`src/rtl/timer_seq_controller.sv`:
```
// timer_seq_controller: searches a serial stream for 1101, then sequences the
// downstream shift/count register: shift_en for SHIFT_CYCLES cycles, count_en
// until done_counting, then done until the host acks.
module timer_seq_controller #(
    parameter int SHIFT_CYCLES = 4
) (
    input  logic i_clk,
    input  logic i_reset_n,
    input  logic i_data,
    input  logic i_done_counting,
    input  logic i_ack,
    output logic o_shift_en,
    output logic o_count_en,
    output logic o_done,
    output logic o_busy
);

    localparam int CW = $clog2(SHIFT_CYCLES) + 1;

    typedef enum logic [2:0] {
        S0, S1, S11, S110, SHIFT, COUNT, WAIT_ACK
    } state_t;

    state_t          r_state;
    state_t          w_state_nxt;
    logic [CW-1:0]   r_cnt;
    logic [CW-1:0]   w_cnt_nxt;

    // State and shift-counter registers; reset wins over every transition.
    always_ff @(posedge i_clk) begin
        if (!i_reset_n) begin
            r_state <= S0;
            r_cnt   <= '0;
        end else begin
            r_state <= w_state_nxt;
            r_cnt   <= w_cnt_nxt;
        end
    end

    // Next-state logic: overlapping 1101 search, then shift/count/ack sequence.
    always_comb begin
        w_state_nxt = r_state;
        w_cnt_nxt   = r_cnt;
        unique case (r_state)
            S0:   w_state_nxt = i_data ? S1  : S0;
            S1:   w_state_nxt = i_data ? S11 : S0;
            S11:  w_state_nxt = i_data ? S11 : S110;
            S110: begin
                if (i_data) begin
                    w_state_nxt = SHIFT;
                    // counter holds the number of SHIFT cycles still to come
                    w_cnt_nxt   = CW'(SHIFT_CYCLES - 1);
                end else begin
                    w_state_nxt = S0;
                end
            end
            SHIFT: begin
                if (r_cnt == '0) w_state_nxt = COUNT;
                else             w_cnt_nxt   = r_cnt - CW'(1);
            end
            COUNT:    if (i_done_counting) w_state_nxt = WAIT_ACK;
            WAIT_ACK: if (i_ack)           w_state_nxt = S0;
            default:  w_state_nxt = S0;
        endcase
    end

    // Moore outputs decoded straight from the state register.
    assign o_shift_en = (r_state == SHIFT);
    assign o_count_en = (r_state == COUNT);
    assign o_done     = (r_state == WAIT_ACK);
    assign o_busy     = (r_state == SHIFT) || (r_state == COUNT) || (r_state == WAIT_ACK);

endmodule

```
`config.mk`:
```
export PLATFORM = sky130hd
export DESIGN_NAME = timer_seq_controller
export DESIGN_NICKNAME = d
export VERILOG_FILES = /design/src/rtl/timer_seq_controller.sv
export SDC_FILE = /design/constraint.sdc
export NUM_CORES = 1
export LEC_CHECK = 0
export CAP_MARGIN = 20
export CORE_AREA = 2 2 39 41
export CTS_BUF_LIST = sky130_fd_sc_hd__clkbuf_8
export DETAILED_ROUTE_END_ITERATION = 10
export DIE_AREA = 0 0 41 43
export PLACE_DENSITY = 0.5
export SKIP_LAST_GASP = 1
export SYNTH_ARGS = -nofsm -noshare
export SYNTH_HDL_FRONTEND = slang
export SYNTH_SLANG_ARGS = --single-unit
```
`constraint.sdc`:
```
create_clock -name i_clk -period 1.88 [get_ports i_clk]
set_clock_uncertainty 0.1 [all_clocks]
set_input_delay 0.376 -clock i_clk [delete_from_list [all_inputs] [get_ports i_clk]]
set_output_delay 0.376 -clock i_clk [all_outputs]
set_load 0.005 [all_outputs]
```
After elaboration in Yosys (flattened, before gate mapping)
Cells that the tools add are included.
{"block": "word_totals", "regBits": 6, "latch_bits": 0, "mem_bits_rw": 0, "rom_bits": 0, "in_bits": 5, "word_cells": 32, "n_memories": 0}
{"block": "op_classes", "addsub": 1, "n_mul": 0, "div_mod_pow": 0, "order_cmp": 0, "n_eq_ne": 11, "shifts": 0, "muxes": 11, "bitwise_logic": 0, "n_reduce_logical": 7}
{"cell": "case mux 3 bit (7 select lines)", "n": 1}
{"cell": "2-to-1 mux 3 bit", "n": 6}
{"cell": "== test 3 bit (second input constant)", "n": 3}
{"cell": "inequality test 2 bit (second input constant)", "n": 4}
{"cell": "== test 3 x 2 -> 1 bit (second input constant)", "n": 2}
{"cell": "logical NOT 3 bit", "n": 2}
{"cell": "case mux 3 bit (2 select lines)", "n": 1}
{"cell": "AND reduction 3 bit", "n": 2}
{"cell": "== test 3 x 1 -> 1 bit (second input constant)", "n": 1}
{"cell": "subtractor 3 x 1 -> 3 bit (second input constant)", "n": 1}
{"cell": "logical OR 1 bit", "n": 2}
{"cell": "2-to-1 mux 1 bit", "n": 2}
{"cell": "2-to-1 mux 2 bit", "n": 1}
{"cell": "inequality test 2 x 1 -> 1 bit (second input constant)", "n": 1}
{"cell": "nonzero test 2 bit", "n": 1}

Logic depth before layout (Yosys ltp)
{"block": "depth", "depth_word": 3, "mapped_depth": 6, "mapped_depth_nobuf": 6}

Worst setup path after synthesis
No wires, ideal clock.
{"block": "synth_timing", "path_type": "reg-to-reg", "startpoint": "register r_cnt[0]", "endpoint": "register r_cnt[0]", "setup_time_ps": 125, "t_arrival_ps": 1379, "path_slack_ps": 276, "path_stages_with_launch": 7, "n_path_buf": 0, "path_cell_list": "dfxtp_1 -> inv_1 -> ha_1 -> ha_1 -> or4b_4 -> o21ai_1 -> a31oi_1"}
{"block": "synth_via", "elab_chain_cells": 3}
{"item": "start: declaration", "line": "26", "text": "logic [CW-1:0] r_cnt;"}
{"item": "start signal: assignment", "line": "36", "text": "r_cnt <= w_cnt_nxt;"}
{"item": "subtractor 3 x 1 -> 3 bit / logical NOT 3 bit (equally long branches)", "line": "59, 58"}
{"item": "2-to-1 mux 3 bit / inequality test 2 bit (equally long branches)"}
{"item": "case mux 3 bit (2 select lines) / AND reduction 3 bit (equally long branches)"}
Parallel ways exist; a longest one is shown, timed or not. The select of a mux whose other input is x is not followed.
A chain may end at the register's enable or synchronous reset.

Worst setup path in the final report
{"block": "layout_timing", "startpoint": "register r_state[0]", "endpoint": "output o_busy"}
{"block": "layout_via", "elab_chain_cells": 3}
{"item": "start: declaration", "line": "24", "text": "state_t r_state;"}
{"item": "start signal: assignment", "line": "35", "text": "r_state <= w_state_nxt;"}
{"item": "== test 3 bit", "line": "71", "text": "assign o_busy = (r_state == SHIFT) || (r_state == COUNT) || (r_state == WAIT_ACK);"}
{"item": "logical OR 1 bit", "line": "71"}
{"item": "logical OR 1 bit (*)", "line": "71"}
{"item": "end: declaration", "line": "15", "text": "output logic o_busy"}
Mark *: on every way between the ends. The rest lies on a longest branch, timed or not.

==> flow_summary_export.csv <==
group,metric,value,unit
critical_path,reg2reg_from,"r_cnt[0]$_SDFFE_PN0P_",
synth,synth-compound-area-share,0.189,
timing,fin_crit_sh,0.975,
detailed_routing,drt_iter0_markers,7,
critical_path,crit_buf_inv,2,
critical_path,end_kind,"output port",
synth,synth_seq_cells,6,
global_routing,grt_pass1_vias,319,
clocking,clk_pin_slew_worst_paths,0.04,ns
detailed_routing,dr.pass1.iters,6,
outcome,status,"finished, final reports clean",
floorplan,fp.dieH,43,um
worst_hold_path,min_from,"r_cnt[2]$_SDFFE_PN0P_",
clocking,cts.path.max_buffers,2,
placement,dp.cells,68,
global_routing,grt_use_met1,0.147,
job,drv_cap,0,
global_routing,grt.met2_usage,0.153,
layout,final_layout_size_suffix_gt1_frac,0.255,
timing,drv_slew,0,
clocking,cts.hold.buffers_added,0,
synth,ys_seq_area_frac,0.323,
synth,synthArstFlopShare,0,
placement,port_buffers,8,
critical_path,r2r_end,"r_cnt[0]$_SDFFE_PN0P_",
synth,avgSynthCellArea,8.45,sq um
worst_hold_path,min_to,"r_cnt[2]$_SDFFE_PN0P_",
floorplan,initial_core_util,0.269,
clocking,cts_root_buf,"clkbuf_8",
synth,syn-num-nets,51,
synth,yosys.area.top_type,"dfxtp_1",
timing,finalSetupViolCount,0,
global_routing,gr-max-usage-layer,"met2",
critical_path,reg2reg_slack,0.18,ns
critical_path,crit_arrival,1.36,ns
synth,synth_edf_count,0,
timing,slew_headroom,0.739,
critical_path,cp-start-kind,"flop",
critical_path,crit_fanout,6,
detailed_routing,finalWirelength,871,um
critical_path,slowest_delay,0.51,ns
global_routing,track_usage,0.113,
synth,syn_area,372,sq um
critical_path,crit_slowest_cell,"clkdlybuf4s50_1",
detailed_routing,drc,0,
critical_path,worstRegToRegCells,6,
synth,synth_area_leaders,"dfxtp_1 (32%), ha_1 (6.7%), buf_6 (6.1%)",
detailed_routing,drt-vias-per-instance,4.92,
timing,worst_slew_pin_slew,0.385,ns
global_routing,grt_max_degree,10,
timing,finalCriticalPeriod,1.83,ns
layout,nets,64,
layout,multi_input_area,221,sq um
placement,place_congestion,0.710,
synth,synth_cell_type_count,23,
floorplan,die_w,41,um
synth,syn_inst,44,
power,p_leak,0.216,nW
critical_path,worstSetupPathType,"flop to output port",
timing,hold_viol,0,
global_routing,grt_util_met3,0.0471,
synth,ys_warn_count,0,
placement,place_hpwl,611,um
clocking,tritoncts,"built",
synth,synth_top_family_by_area,"simple AND/OR/NAND/NOR gates",
synth,synth_ff_type,"dfxtp_1",
critical_path,cp.required,1.40,ns
global_routing,antenna_found_initial,0,
synth,muxShareOfSynthArea,0.0303,
clocking,clock-sinks,6,
clocking,cts_max_level,1,
clocking,cts_buffers,3,
critical_path,path_cells,"buf_4, a21oi_2, clkdlybuf4s50_1",
synth,yosysMostFrequentCell,"dfxtp_1",
detailed_routing,wire_per_inst,12.3,um
layout,layout.cells.non_filler,71,
synth,synthAdderAreaFrac,0.0673,
timing,grt_setup_unrepaired,"no",
floorplan,io_pins,9,
detailed_routing,antenna_left,0,
layout,fillers,153,
synth,synth_top_cell_area_share,0.323,
worst_hold_path,hold_class,"flop to flop",
critical_path,crit_family,"buffers and inverters",
synth,synth-xor-area-share,0,
layout,seq_area,126,sq um
timing,clock.fmax,546,MHz
floorplan,die_area,0.00176,sq mm
clocking,clock_latency,0.22,ns
layout,diodes,0,
floorplan,core_area,0.00138,sq mm
layout,area_growth,41.4,%
layout,final_util,0.380,
power,p_per_area,694,mW/mm^2
synth,yosys.area_share.simple,0.279,
floorplan,rows,14,
placement,dpl_cell_area,464,sq um
worst_hold_path,hold_depth,2,
power,peakVddDrop,0.254,mV
global_routing,grt-ovfl-total,0,
layout,fin_area,526,sq um
synth,yosys-top-cells-count,"dfxtp_1 (6), inv_1 (5), nor2_1 (5)",
detailed_routing,num_vias,349,
global_routing,grt_pass1_wl,1340,um
-- per-stage QoR --
| step | total power, mW | setup slack (ns) | TNS (ns) | hold slack (ns) |
|---|---|---|---|---|
| final | 0.365 | 0.0477 | 0 | 0.346 |
| after global routing | 0.381 | 0.00954 | 0 | 0.382 |
| after CTS | 0.369 | -0.0270 | -0.0270 | 0.350 |
| after detailed placement | 0.173 | 0.180 | 0 | 0.343 |
| after global placement | 0.174 | 0.199 | 0 | 0.342 |
| after floorplan | 0.159 | 0.276 | 0 | 0.328 |
-- tightest hold or removal path: cells and delay by family (launching register included) --
| family | cells | cell delay (ns) |
|---|---|---|
| compound gates | 1 | 0.05 |
| flops | 1 | 0.30 |
| simple gates | 1 | 0.05 |
-- worst max path at each step --
| stage | from | endpoint | slack, ns | depth (start not counted) |
|---|---|---|---|---|
| floorplan | r_cnt[0]$_SDFFE_PN0P_ | r_cnt[0]$_SDFFE_PN0P_ | 0.28 | 6 |
| global placement | r_state[1]$_SDFFE_PN0P_ | o_done | 0.20 | 3 |
| detailed placement | r_cnt[0]$_SDFFE_PN0P_ | r_cnt[0]$_SDFFE_PN0P_ | 0.18 | 6 |
| CTS | r_state[0]$_SDFFE_PN0P_ | o_done | -0.03 | 3 |
| global route | r_state[0]$_SDFFE_PN0P_ | o_busy | 0.01 | 3 |
| finish | r_state[0]$_SDFFE_PN0P_ | o_busy | 0.05 | 3 |
-- power by group --
part | internal [mW] | leakage, nW | switching [mW] | total, mW
Combinational | 0.0215 | 0.144 | 0.0160 | 0.0374
Sequential | 0.131 | 0.0502 | 0.00481 | 0.136
Clock | 0.137 | 0.0216 | 0.0538 | 0.191
-- sequential cells by signal (all words and copies together), names as in the netlist --
name / flops
r_cnt: 3
r_state: 3
-- area by class of cell --
| class | instances | share of cell area |
|---|---|---|
| Tap cell | 16 | 0.0381 |
| Timing Repair Buffer | 10 | 0.186 |
| Multi-Input combinational cell | 31 | 0.421 |
| Sequential cell | 6 | 0.240 |
| Inverter | 5 | 0.0357 |
| Clock buffer | 3 | 0.0786 |
-- kinds of logic after synthesis --
logic type               Yosys count
adder cells (fa/ha/maj)            2
buffers and inverters              7
AO/OA/AOI/OAI                     10
flip-flops                         6
AND/OR/NAND/NOR                   18
multiplexers                       1
-- timing repair --
action / CTS / global route
setup endpoints to repair: 4 / 4
setup buffers: 0 / 0
resized for setup: 3 / 4
endpoints found under the hold margin: 0 / 0
-- cell usage in the layout (no fill, tap or decap), drive strengths merged --
| master | instances |
|---|---|
| a21boi | 1 |
| clkbuf | 3 |
| dlymetal6s2s | 1 |
| dfxtp | 6 |
| nor3 | 3 |
| or4b | 1 |
| buf | 2 |
| mux2 | 1 |
| nor2 | 5 |
| or2b | 1 |
| inv | 5 |
| nand3b | 1 |
| nand2b | 1 |
| nand4b | 1 |
| o311a | 1 |
| o21ai | 3 |
| o211a | 1 |
| o221a | 1 |
| a31oi | 1 |
| a21oi | 2 |
| clkdlybuf4s50 | 7 |
| nor4b | 1 |
| ha | 2 |
| nand2 | 4 |
-- metal layers --
layer | wire length (um) | share of wire
met5 | 0 | 0
met4 | 0 | 0
met3 | 18 | 0.021
met2 | 440 | 0.51
met1 | 413 | 0.47
No activity file was read; power rests on OpenSTA's default activity.
